==> src/rtl/cnn_layer_sequencer.sv <==
// cnn_layer_sequencer: launches the layer engines one at a time in fixed order
// over a start/done pulse handshake. A watchdog bounds every wait, an abort
// cancels a run, and total_cycles measures the busy time of the last run.
//
// state  | meaning
// -------+---------------------------------------------------------------
// IDLE   | waiting for an accepted start
// LAUNCH | one-cycle stage_start pulse for cur_stage
// WAIT   | waiting for stage_done[cur_stage]; watchdog counting down
// FINISH | one-cycle done pulse, run completed
// FAULT  | watchdog expired; error held until clear
module cnn_layer_sequencer #(
    parameter int NUM_STAGES     = 4,
    parameter int TIMEOUT_CYCLES = 65536,
    parameter int CNT_WIDTH      = 24,
    localparam int STAGE_W       = (NUM_STAGES > 2) ? $clog2(NUM_STAGES) : 1
) (
    input  logic                  clk,
    input  logic                  reset,
    input  logic                  start,
    input  logic                  abort,
    input  logic                  clear,
    input  logic [NUM_STAGES-1:0] stage_done,
    output logic [NUM_STAGES-1:0] stage_start,
    output logic                  busy,
    output logic                  done,
    output logic                  error,
    output logic [STAGE_W-1:0]    cur_stage,
    output logic [STAGE_W-1:0]    err_stage,
    output logic [CNT_WIDTH-1:0]  total_cycles
);

    typedef enum logic [2:0] {
        S_IDLE   = 3'd0,
        S_LAUNCH = 3'd1,
        S_WAIT   = 3'd2,
        S_FINISH = 3'd3,
        S_FAULT  = 3'd4
    } state_t;

    // The watchdog is a down-counter loaded in LAUNCH; a zero in WAIT means
    // TIMEOUT_CYCLES wait cycles have elapsed without a done.
    localparam logic [31:0] WD_LOAD = (TIMEOUT_CYCLES == 0) ? 32'd0 : 32'(TIMEOUT_CYCLES - 1);
    localparam bit          WD_EN   = (TIMEOUT_CYCLES != 0);
    localparam logic [STAGE_W-1:0] LAST_STAGE = STAGE_W'(NUM_STAGES - 1);

    state_t               state, state_nx;
    logic [STAGE_W-1:0]   cur_nx, err_nx;
    logic [CNT_WIDTH-1:0] total_nx;
    logic [31:0]          wd_cnt, wd_nx;

    // State and datapath registers; async reset returns everything to IDLE.
    always_ff @(posedge clk or posedge reset) begin
        if (reset) begin
            state        <= S_IDLE;
            cur_stage    <= '0;
            err_stage    <= '0;
            total_cycles <= '0;
            wd_cnt       <= '0;
        end else begin
            state        <= state_nx;
            cur_stage    <= cur_nx;
            err_stage    <= err_nx;
            total_cycles <= total_nx;
            wd_cnt       <= wd_nx;
        end
    end

    // Next-state, stage index, watchdog and cycle-counter updates.
    always_comb begin
        state_nx = state;
        cur_nx   = cur_stage;
        err_nx   = err_stage;
        total_nx = total_cycles;
        wd_nx    = wd_cnt;

        if ((state == S_LAUNCH || state == S_WAIT) && total_cycles != '1)
            total_nx = total_cycles + CNT_WIDTH'(1);

        case (state)
            S_IDLE: begin
                if (start && !abort) begin
                    state_nx = S_LAUNCH;
                    cur_nx   = '0;
                    total_nx = '0;
                end
            end
            S_LAUNCH: begin
                wd_nx    = WD_LOAD;
                state_nx = abort ? S_IDLE : S_WAIT;
                if (abort)
                    cur_nx = '0;
            end
            S_WAIT: begin
                if (abort) begin
                    state_nx = S_IDLE;
                    cur_nx   = '0;
                end else if (stage_done[cur_stage]) begin
                    if (cur_stage == LAST_STAGE) begin
                        state_nx = S_FINISH;
                    end else begin
                        state_nx = S_LAUNCH;
                        cur_nx   = cur_stage + STAGE_W'(1);
                    end
                end else if (WD_EN && wd_cnt == 32'd0) begin
                    state_nx = S_FAULT;
                    err_nx   = cur_stage;
                end else if (wd_cnt != 32'd0) begin
                    wd_nx = wd_cnt - 32'd1;
                end
            end
            S_FINISH: begin
                state_nx = S_IDLE;
                cur_nx   = '0;
            end
            S_FAULT: begin
                if (clear) begin
                    state_nx = S_IDLE;
                    cur_nx   = '0;
                end
            end
            default: begin
                state_nx = S_IDLE;
                cur_nx   = '0;
            end
        endcase
    end

    // Outputs decoded only from registered state, so they cannot glitch.
    always_comb begin
        stage_start = '0;
        if (state == S_LAUNCH)
            stage_start[cur_stage] = 1'b1;
        busy  = (state == S_LAUNCH) || (state == S_WAIT);
        done  = (state == S_FINISH);
        error = (state == S_FAULT);
    end

endmodule
==> config.mk <==
export PLATFORM = sky130hd
export DESIGN_NAME = cnn_layer_sequencer
export DESIGN_NICKNAME = d
export VERILOG_FILES = /design/src/rtl/cnn_layer_sequencer.sv
export SDC_FILE = /design/constraint.sdc
export NUM_CORES = 1
export LEC_CHECK = 0
export ABC_AREA = 1
export CAP_MARGIN = 20
export CELL_PAD_IN_SITES_DETAIL_PLACEMENT = 1
export CELL_PAD_IN_SITES_GLOBAL_PLACEMENT = 1
export CORE_ASPECT_RATIO = 1.2
export CORE_MARGIN = 2
export CORE_UTILIZATION = 44
export DETAILED_ROUTE_END_ITERATION = 7
export GPL_TIMING_DRIVEN = 1
export PLACE_DENSITY_LB_ADDON = 0.25
export SETUP_SLACK_MARGIN = 0.4
export SYNTH_ARGS = -nofsm -noshare
export SYNTH_HDL_FRONTEND = slang
export SYNTH_SLANG_ARGS = --single-unit
==> constraint.sdc <==
create_clock -name clk -period 4.7 [get_ports clk]
set_input_delay 0.94 -clock clk [delete_from_list [all_inputs] [get_ports clk]]
set_output_delay 0.94 -clock clk [all_outputs]
set_load 0.02 [all_outputs]
==> flow_metrics.env <==
export IMPL_synthDominantCellAreaShare=0.373
export IMPL_die_h_um=111
export IMPL_grt_max_degree=42
export IMPL_cts_setup_buffers=0
export IMPL_grt_usage=0.277
export IMPL_initial_core_util=0.449
export IMPL_power_density_mw_per_mm2=471
export IMPL_holdBufCountCts=0
export IMPL_gp_congestion=0.907
export IMPL_cp_start_kind="register"
export IMPL_fp_row_count=39
export IMPL_arrival_ns=2.18
export IMPL_wl_per_cell_um=16.5
export IMPL_clock_latency_ns=0.33
export IMPL_regToRegSetupSlack_ns=1.96
export IMPL_power_total_mw=2.38
export IMPL_die_area_mm2=0.0104
export IMPL_rsz0062_at_grt="false"
export IMPL_hold_class="reg2reg"
export IMPL_cts_buffer_depth=2
export IMPL_ios=44
export IMPL_vdd_drop_max_mv=0.192
export IMPL_syn_to_final_growth_pct=19.7
export IMPL_cts_sinks=63
export IMPL_die_w_um=93.5
export IMPL_final_setup_viol_count=0
export IMPL_synth_top_area_cell="dfrtp_1"
export IMPL_slew_headroom=0.390
export IMPL_tightest_slew_ns=0.915
export IMPL_gr_total_overflow=0
export IMPL_synth_distinct_cells=29
export IMPL_synth_area_leaders="dfrtp_1 (37%), nand2_1 (19%), nor2_1 (11%)"
export IMPL_drive_above_1_share=0.0514
export IMPL_drt_pass1_iterations=4
export IMPL_coreArea_mm2=0.00942
export IMPL_grt_pass1_vias=4849
export IMPL_vias=4484
export IMPL_post_cts_resized=0
export IMPL_nets=710
export IMPL_end_kind="output port"
export IMPL_maxCapViolations=0
export IMPL_fin_crit_ns=3.12
export IMPL_grt_pass1_wl_um=23000
export IMPL_viasPerCell=5.45
export IMPL_slew_violations=0
export IMPL_ctsRootBufferMaster="clkbuf_16"
export IMPL_path_max_fanout=8
export IMPL_drtIter0Drc=119
export IMPL_wirelength_um=13600
export IMPL_syn_cell_area_mm2=0.00423
export IMPL_p_leak_nw=2.24
export IMPL_ys_seq_area_frac=0.373
export IMPL_avgSynthCellArea_um2=6.51
export IMPL_antenna_left=0
export IMPL_finClkSkew_ns=0.00372
export IMPL_diodes=0
export IMPL_yosys_register_bits=63
export IMPL_syn_num_nets=665
export IMPL_setup_tns_ns=0
export IMPL_finalCritPeriodShare=0.664
export IMPL_grt_antenna_before_repair=0
export IMPL_cts_inserted_buffers=9
export IMPL_htreeDepth=3
export IMPL_drc_errors=0
export IMPL_synth_cells=650
export IMPL_yosysWarnings=0
export IMPL_status="complete, no violations"
export IMPL_critical_path_class="reg2out"
export IMPL_cts_tree="built"
export IMPL_final_hold_viol_count=0
export IMPL_worstPathRequired_ns=3.76
export IMPL_fmax_mhz=321
export IMPL_hpwl_um=10100
export IMPL_port_buffers=43
export IMPL_clk_pin_slew_ns=0.06
[layout make-up]
class / count / area (µm²)
fill: 1263 / 4350
multi-input combinational: 510 / 2330
sequential: 63 / 1580
timing repair buffer: 46 / 453
clock buffer: 13 / 270
inverter: 65 / 244
tap: 123 / 154
clock inverter: 3 / 40.0
[worst paths after layout]
| kind | cells past startpoint | end | from |
|---|---|---|---|
| max in group asynchronous | 3 | wd_cnt[29] | reset |
| min reg2reg | 2 | wd_cnt[0] | wd_cnt[0] |
| min in group asynchronous | 2 | total_cycles[6] | reset |
| min | 2 | wd_cnt[0] | wd_cnt[0] |
| max | 4 | busy | state[0] |
| max reg2reg | 10 | wd_cnt[23] | wd_cnt[0] |
[layout by cell type (no fill, tap or decap), types with 4 or more instances in the layout]
master,n
o21ai_1,25
dfrtp_1,63
inv_1,61
nand3_1,49
nor2_1,121
nand2_2,4
xor2_1,7
nand3b_1,4
nand4_1,11
o21bai_1,13
clkdlybuf4s50_1,43
nand2_1,212
o21ai_0,18
inv_2,4
a21oi_1,16
clkbuf_16,9
ha_1,6
nor3_1,9
[through the flow]
step / worst slack (ns) / cell area (µm²) / hold WS [ns] / utilization / cells
detailed placement: 1.80 / 4750 / 0.473 / 0.505 / 807
floorplan: 2.19 / 4230 / 0.449 / - / 650
finish: 1.58 / 5060 / 0.484 / 0.538 / 823
global placement: 1.94 / 4750 / 0.467 / 0.505 / 807
global route: 1.50 / 5060 / 0.534 / 0.538 / 823
CTS: 1.58 / 5060 / 0.488 / 0.538 / 823
[cells in the mapped netlist]
| cell type | count |
|---|---|
| nand2_1 | 212 |
| nor2_1 | 121 |
| dfrtp_1 | 63 |
| inv_1 | 62 |
| nand3_1 | 49 |
| o21ai_1 | 25 |
| o21ai_0 | 18 |
| a21oi_1 | 16 |
| o21bai_1 | 13 |
| nand4_1 | 11 |
| nor3_1 | 9 |
| xor2_1 | 7 |
| buf_4 | 6 |
| ha_1 | 6 |
| nand2_2 | 4 |
| nand3b_1 | 4 |
| clkbuf_1 | 3 |
| inv_2 | 3 |
| or2_2 | 3 |
| xnor2_1 | 3 |
| buf_6 | 2 |
| nor2_2 | 2 |
| nor3_4 | 2 |
| a21oi_2 | 1 |
| a31oi_1 | 1 |
| buf_2 | 1 |
| nor2_4 | 1 |
| o21ai_2 | 1 |
| o311ai_0 | 1 |
[logic make-up after synthesis]
| group | Yosys count | share of synthesized area |
|---|---|---|
| compound gates | 76 | 0.101 |
| xor+xnor | 10 | 0.0207 |
| fa+ha+maj | 6 | 0.0177 |
| buf+inv | 77 | 0.0775 |
| flops | 63 | 0.373 |
| simple gates | 418 | 0.411 |
[routing by layer]
metal	wire (µm)	GRT usage	share of wire
met3	286	0.0474	0.021
met4	372	0.101	0.027
met2	7500	0.535	0.55
met5	0	0	0
met1	5440	0.294	0.40
[sequential cells by signal, indices dropped and copies added (netlist names)]
name and count:
wd_cnt 32, total_cycles 24, state 3, cur_stage 2, err_stage 2
[worst max-delay path, cell delays in order (launching register included)]
cell and delay [ns]:
dfrtp_1 0.42, inv_1 0.19, nand3_1 0.31, nand2_2 0.27
clkdlybuf4s50_1 0.66
[power breakdown]
| part | switching, mW | total (mW) | internal (mW) |
|---|---|---|---|
| registers | 0.161 | 0.817 | 0.656 |
| logic | 0.597 | 0.868 | 0.271 |
| clock network | 0.247 | 0.699 | 0.452 |
| total | 1.00 | 2.38 | 1.38 |
No activity file was read; power rests on OpenSTA's default activity.
